===== config.mk =====
export PLATFORM = sky130hd
export DESIGN_NAME = v_sel_sequencer
export DESIGN_NICKNAME = d
export VERILOG_FILES = /design/src/rtl/v_sel_sequencer_pkg.sv /design/src/rtl/v_sel_sequencer_rr_pick.sv /design/src/rtl/v_sel_sequencer.sv
export SDC_FILE = /design/constraint.sdc
export NUM_CORES = 1
export LEC_CHECK = 0
export ABC_CLOCK_PERIOD_IN_PS = 5900
export BUFFER_PORTS_ARGS = -buffer_cell sky130_fd_sc_hd__buf_4
export CORE_MARGIN = 4
export CORE_UTILIZATION = 52
export DETAILED_ROUTE_END_ITERATION = 8
export PLACE_DENSITY = 0.72
export SLEW_MARGIN = 20
export SYNTH_ARGS = -nofsm -noshare
export SYNTH_HDL_FRONTEND = slang
export SYNTH_SLANG_ARGS = --single-unit
export TNS_END_PERCENT = 50

===== constraint.sdc =====
create_clock -name clk -period 5.9 [get_ports clk]
set_input_delay 0.59 -clock clk [delete_from_list [all_inputs] [get_ports clk]]
set_output_delay 0.59 -clock clk [all_outputs]
set_load 0.02 [all_outputs]

===== src/rtl/v_sel_sequencer_pkg.sv =====
// Shared constants, state encoding and channel arithmetic for the select sequencer.
// NCH channels are addressed by a SEL_W-bit index; indices NCH..2**SEL_W-1 are never produced.
package v_sel_sequencer_pkg;

    localparam int NCH       = 6;
    localparam int SEL_W     = 3;
    localparam int DWELL_MAX = 16;
    localparam int CNT_W     = $clog2(DWELL_MAX);

    typedef enum logic {
        ST_IDLE  = 1'b0,
        ST_GRANT = 1'b1
    } state_t;

    // Channel index `step` positions after `base`, wrapping NCH-1 -> 0.
    function automatic logic [SEL_W-1:0] wrap_add(input logic [SEL_W-1:0] base,
                                                  input int unsigned step);
        int unsigned sum;
        sum = int'(base) + step;
        return SEL_W'(sum % NCH);
    endfunction

endpackage


===== src/rtl/v_sel_sequencer_rr_pick.sv =====
// Rotating-priority search: first requesting channel strictly after `last`, wrapping.
// Purely combinational; `any` flags that at least one channel is requesting.
module v_rr_pick
    import v_sel_sequencer_pkg::*;
(
    input  logic [NCH-1:0]   req,
    input  logic [SEL_W-1:0] last,
    output logic [SEL_W-1:0] pick,
    output logic             any
);

    logic [SEL_W-1:0] off_idx [NCH];
    logic [NCH-1:0]   hit;

    // Candidate gi is the channel gi+1 places after `last`; lower gi has priority.
    for (genvar gi = 0; gi < NCH; gi++) begin : g_cand
        assign off_idx[gi] = wrap_add(last, gi + 1);
        assign hit[gi]     = req[off_idx[gi]];
    end

    always_comb begin
        pick = '0;
        for (int i = NCH - 1; i >= 0; i--) begin
            if (hit[i]) begin
                pick = off_idx[i];
            end
        end
    end

    assign any = |req;

endmodule


===== src/rtl/v_sel_sequencer.sv =====
// Grants one of six channels at a time for DWELL cycles (or until done), round-robin.
// sel feeds a 3-to-8 decoder, so it only ever carries 0..5 and holds its value between grants.
module v_sel_sequencer
    import v_sel_sequencer_pkg::*;
#(
    parameter int DWELL = 4
) (
    input  logic             clk,
    input  logic             rst_n,
    input  logic [NCH-1:0]   req,
    input  logic             done,
    output logic [SEL_W-1:0] sel,
    output logic             sel_valid,
    output logic             busy
);

    // Out-of-range DWELL falls back to the maximum grant length.
    localparam bit             DWELL_OK   = (DWELL >= 1) && (DWELL <= DWELL_MAX);
    localparam logic [CNT_W-1:0] DWELL_LOAD = DWELL_OK ? CNT_W'(DWELL - 1) : CNT_W'(DWELL_MAX - 1);

    state_t           state_reg;
    logic [CNT_W-1:0] cnt_reg;
    logic [SEL_W-1:0] last_reg;
    logic [SEL_W-1:0] sel_reg;
    logic             valid_reg;
    logic             busy_reg;
    logic             armed_reg;

    logic [SEL_W-1:0] pick;
    logic             any;

    v_rr_pick u_pick (
        .req  (req),
        .last (last_reg),
        .pick (pick),
        .any  (any)
    );

    // armed_reg keeps the first edge after reset release from granting.
    always_ff @(posedge clk or negedge rst_n) begin
        if (!rst_n) begin
            state_reg <= ST_IDLE;
            cnt_reg   <= '0;
            last_reg  <= SEL_W'(NCH - 1);
            sel_reg   <= '0;
            valid_reg <= 1'b0;
            busy_reg  <= 1'b0;
            armed_reg <= 1'b0;
        end else begin
            armed_reg <= 1'b1;
            case (state_reg)
                ST_IDLE: begin
                    if (armed_reg && any) begin
                        sel_reg   <= pick;
                        valid_reg <= 1'b1;
                        busy_reg  <= 1'b1;
                        cnt_reg   <= DWELL_LOAD;
                        state_reg <= ST_GRANT;
                    end
                end
                ST_GRANT: begin
                    if (cnt_reg == '0 || done) begin
                        valid_reg <= 1'b0;
                        busy_reg  <= 1'b0;
                        last_reg  <= sel_reg;
                        state_reg <= ST_IDLE;
                    end else begin
                        cnt_reg <= cnt_reg - 1'b1;
                    end
                end
                default: begin
                    valid_reg <= 1'b0;
                    busy_reg  <= 1'b0;
                    state_reg <= ST_IDLE;
                end
            endcase
        end
    end

    assign sel       = sel_reg;
    assign sel_valid = valid_reg;
    assign busy      = busy_reg;

endmodule


# Word-level counts from Yosys, hierarchy flattened
# Cells that the tools add are included.
[totals]
reg_bits = 13
input_bits = 9
output_inout_bits = 5
elab_cells = 64
[op_classes]
n_addsub = 7
div = 6
n_lt_le_gt_ge = 6
n_eq_ne = 3
mux = 27
bitwise_logic = 1
n_reduce_logical = 8
[ops]
columns = ["cell", "count"]
rows = [
  ["$mod A32 B3 Y32 const B", 6],
  ["$lt A3 B4 Y1 const B", 6],
  ["$bmux W1 S3", 6],
  ["$mux W3", 6],
  ["$add A3 B3 Y4 const B", 3],
  ["$mux W1", 10],
  ["$add A3 B2 Y4 const B", 2],
  ["$mux W4", 2],
  ["$pmux W4 S2", 1],
  ["$reduce_and A2 Y1", 4],
  ["$reduce_or A6 Y1", 1],
  ["$add A3 B1 Y4 const B", 1],
  ["$logic_not A4 Y1", 1],
  ["$ne A2 B2 Y1 const B", 2],
  ["$pmux W1 S2", 2],
  ["$sub A4 B1 Y4 const B", 1],
  ["$ne A2 B1 Y1 const B", 1],
  ["$logic_and A1 B1 Y1", 1],
  ["$logic_or A1 B1 Y1", 1],
  ["$not A1 Y1", 1],
]

# Depth between registers and ports, before layout
[logic_depth]
depth_word = 10
ltp_mapped = 14
depth_no_buf = 13

# Hierarchy
# Synthesis repeated with hierarchy kept, for this count alone.
[hier_totals]
hier_cells = 159
area_unflattened_um2 = 1393.8
[by_module_without_submodules]
columns = ["mod", "instances", "cells_each", "area_per_inst_um2", "seq_area_each_um2"]
rows = [
  ["v_rr_pick", 1, 114, 808.3, 0.0],
  ["v_sel_sequencer", 1, 45, 585.6, 327.8],
]

# Worst setup path before layout
# No wires, ideal clock.
[synth_timing]
kind = "register to register"
from = "register last_reg[0]"
to = "register sel_reg[1], in the netlist sel[1]"
setup_ns = 0.082
arrival_time_ns = 3.201
required_ns = 5.818
setup_slack_ns = 2.617
path_stages_with_launch = 15
n_path_buf = 2
period_less_slack_ns = 3.283
cell_sequence = "dfstp_2 -> buf_2 -> buf_2 -> inv_1 -> ha_1 -> xnor2_2 -> ha_1 -> nor2b_1 -> a21oi_1 -> o21a_1 -> o311ai_2 -> nand2_1 -> a211oi_1 -> o221ai_1 -> a31oi_1"
[synth_via]
elab_chain_len = 10
word_cells_on_any_way = 30
cone_classes = "6 x add/sub; 6 x div; 18 x mux"
[synth_rtl]
columns = ["item", "line", "rtl"]
rows = [
  ["start: declaration", "v_sel_sequencer.sv:23", "logic [SEL_W-1:0] last_reg;"],
  ["start signal: assignment", "v_sel_sequencer.sv:44", "last_reg <= SEL_W'(NCH - 1);"],
  ["start signal: assignment", "v_sel_sequencer.sv:65", "last_reg <= sel_reg;"],
  ["$add A3 B3 Y4", "v_sel_sequencer_pkg.sv:19", "sum = int'(base) + step;"],
  ["$mod A32 B3 Y32", "v_sel_sequencer_pkg.sv:20", "return SEL_W'(sum % NCH);"],
  ["$bmux W1 S3", "v_sel_sequencer_rr_pick.sv:18", "assign hit[gi] = req[off_idx[gi]];"],
  ["$mux W1 (not written as such)", "v_sel_sequencer_rr_pick.sv:18", ""],
  ["$mux W3 (5 in a row)", "v_sel_sequencer_rr_pick.sv:24", "if (hit[i]) begin"],
  ["$mux W3 (*)", "v_sel_sequencer_rr_pick.sv:24", ""],
  ["end signal: assignment", "v_sel_sequencer.sv:54", "sel_reg <= pick;"],
  ["end: declaration", "v_sel_sequencer.sv:24", "logic [SEL_W-1:0] sel_reg;"],
]
# Mark *: on every way between the ends. The rest lies on a longest branch, timed or not. The select of a mux whose other input is x is not followed.
# A chain may end at the register's enable or synchronous reset.

# Worst setup path in the final report
[layout_timing]
from = "register last_reg[1]"
to = "register sel_reg[1], in the netlist sel[1]"
# Same word-level chain as after synthesis.

==> results.txt <==
The family with the most delay on the worst path was compound AO/OA/AOI/OAI gates. The residual antenna-violating net count after detailed routing came out at 0. Buffers placed on the I/O ports in this run total 13.

The endpoint type of the worst setup path is a flip-flop. Measured along the y axis, the die boundary spans 61.9 µm. Dominant cell type by area after synthesis: sky130_fd_sc_hd__dfrtp_1.

The critical path's largest stage delay was 0.56 ns. Number of flip-flops under the largest register name: 4. The first routing iteration left 69 violations.

The proportion of synthesized chip area in sequential cells is 0.217, and the floorplan die area is 3830 µm². Sorting the synthesized cells by area gives the leading types as sky130_fd_sc_hd__dfrtp_1 18%, sky130_fd_sc_hd__ha_1 13%, sky130_fd_sc_hd__mux2i_1 5.3%. The number of failing hold endpoints at the final stage was 0; the global-route wire length before repair was 6140 µm.

The number of warning messages in the yosys log is 0, and the remaining design rule violation count is 0. sky130_fd_sc_hd__nor2_1 is the most common cell in the netlist. The critical-path cell with the highest stage delay is sky130_fd_sc_hd__dfrtp_1. Of all nets on the critical path, the largest fanout is 9.

For this run the aggregate overflow at the end of global routing stands at 0. The worst path in the final design needs a cycle of 3.94 ns, including I/O delays and setup. The total area of sequential cells is 328 µm². The number of buffers and inverters on the critical path is 2, and the final HPWL from detailed placement is 2960 µm. The synthesized netlist contains 49 unique library cells.

In this run the horizontal extent of the chip is 61.9 µm. The logs give 1352 for the number of global-route vias before repair and 19 for the cell row count. The number of max-capacitance violations reported came out at 0. Between clock sinks in the finished design, the worst skew comes to 0.00281 ns.

In the final layout, the multi-input gates occupy 1100 µm². For this design, the CTS-stage hold fixing added 0 buffers. After synthesis the netlist holds a flip-flop and latch count of 13. The logs give 21 for the pin count of the biggest net entering global routing and 2760 µm² for the core footprint.

The fraction of post-synthesis cell area in the top cell type by area is 0.182. Global-route usage over all layers: 0.216. For the instance count of the mapped netlist, the log shows 184. The tools report the clock root buffer as sky130_fd_sc_hd__clkbuf_4. The insertion delay of the later-clocked pin in the worst-skew pair is 0.27 ns. The final period utilization is 0.667, and the number of fillers in the final layout is 262. The final-stage net count came out at 221. The layout-stage area growth over the synthesis result is 8.87%, and the layout cell share with drive strength beyond 1 is 0.169. 0 antenna diodes ended up in the layout. The tools report the maximum buffer depth of the clock tree as 2.

The number of antenna violations at the first check in global routing is 0. For the count of endpoints failing setup in the final report, the log shows 0. The worst hold path belongs to the class in -> async.

The final count of pins violating max slew is 0, and the count of vias placed by the detailed router is 1416. The run finished with clean final reports. After clock tree synthesis, the clock-pin slew on the worst setup and hold paths is 0.08 ns. The run gives 0.547 as the initial core utilization. Post-CTS timing repair inserted 0 buffers for setup. The final routed wirelength across all metal layers is 3790 µm.

The slew at the pin with the worst max-slew slack is 0.632 ns. Gates resized during post-CTS repair numbered 0. The setup path with the least slack is of type reg -> reg.

Ranked by instance count, the synthesized netlist is headed by 17 x sky130_fd_sc_hd__nor2_1, 16 x sky130_fd_sc_hd__ha_1, 15 x sky130_fd_sc_hd__nand2_1. The worst setup path is launched from a flip-flop. In the routed layout, each cell is associated on average with a via count of 6.27. The synthesized design contains 0 enable-type register cells. Averaged over all synthesized cells, the footprint is 8.20 µm². The net count after synthesis is 209.

The pre-antenna-repair detailed-routing pass consisted of 4 iterations. The worst register-to-register path ends at sel[1]. Setup repair after global routing left no endpoint under its margin. After detailed routing, the average wire length per cell comes to 16.8 µm. The count of H-tree levels built during CTS came out at 1. Counting every sink on the clock net gives 13.

The tightest hold margin was 0.140 ns; the normalized max-slew margin was 0.579. Routability-driven placement finished with a final weighted congestion of 0.987. The number of placed instances, taps included, is 222.

Pin placement for this block handled 14 I/O pins. The share of flip-flops with an asynchronous set or reset after synthesis is 1.00. In this run the critical register-to-register path is launched from last_reg[1]. The worst register-to-register path has a setup slack of 1.96 ns. For the arrival time of data at the critical path endpoint, the log shows 4.12 ns.

The synthesized netlist occupies a cell area of 1510 µm². For the setup total negative slack, the log shows 0 ns. For this run, the leading register cell type out of synthesis is sky130_fd_sc_hd__dfrtp_1.

The number of buffers inserted during clock tree synthesis was 3; the worst reg2reg path depth was 13. TritonCTS built the clock tree. STA puts the critical path data required time at 6.08 ns. Static timing analysis puts the maximum clock frequency at 0.254 GHz. The critical path goes through inv_1, ha_1, a21oi_1, inv_1, ha_1, nor2b_1, a21oi_1, o21a_1, o311ai_2, nand2_1, a211oi_1, o221ai_1, a31oi_1.

The finished layout holds 226 standard cells, fillers aside.
-- through the flow --
step | cell area (µm²) | worst slack (ns) | utilization
after floorplan | 1510 | 2.62 | -
after global placement | 1620 | 2.38 | 0.586
after detailed placement | 1620 | 2.18 | 0.586
after CTS | 1640 | 2.13 | 0.596
after global routing | 1640 | 1.76 | 0.596
final | 1640 | 1.96 | 0.596
-- layout by cell type, fill, tap and decap left out, drive strengths merged, types with 5 or more instances in the layout --
cell and count:
a21oi 11, mux2 7, nor2 17, nand2b 5
mux2i 8, nand3 5, inv 14, nand2 15
buf 13, nor3 7, o21ai 9, a31oi 6
a211oi 6, xnor2 5, dfrtp 11, ha 16
-- worst max path at each step --
stage | start | to | slack [ns] | cells after the start
floorplan | last_reg[0] | sel[1] | 2.62 | 14
global placement | last_reg[1] | sel[0] | 2.38 | 13
detailed placement | last_reg[1] | sel[1] | 2.18 | 13
CTS | last_reg[1] | sel[1] | 2.13 | 13
global route | last_reg[1] | sel[1] | 1.76 | 13
finish | last_reg[1] | sel[1] | 1.96 | 13
-- layer usage --
layer | wire length [µm] | share of wire | vias up | track usage
li1 | - | - | 686 | -
met1 | 1750 | 0.46 | 664 | 0.306
met2 | 1740 | 0.46 | 60 | 0.339
met3 | 263 | 0.069 | 6 | 0.0248
met4 | 38 | 0.010 | 0 | 0.0758
met5 | 0 | 0 | - | 0
-- cell families (layout without fill, tap and decap cells) --
kind of cell             after synthesis  after routing  share of synthesized area
other                                  1              1                    0.00249
AO/OA/AOI/OAI                         54             54                      0.257
flip-flops                            13             13                      0.217
adder cells (fa/ha/maj)               16             16                      0.133
multiplexers                          15             15                      0.105
buffers and inverters                 20             31                     0.0547
XOR/XNOR                               7              7                     0.0506
AND/OR/NAND/NOR                       58             58                      0.180
-- final cells by class --
type,instances,share of cell area
clock buffer,3,0.0137
sequential,13,0.200
timing repair buffer,13,0.0594
inverter,14,0.0320
clock inverter,1,0.00305
multi-input combinational,151,0.669
tap,31,0.0236
Power is left out: the tool's default activity adds up to more than one toggle a clock period on the data nets, which glitch-free logic cannot reach.
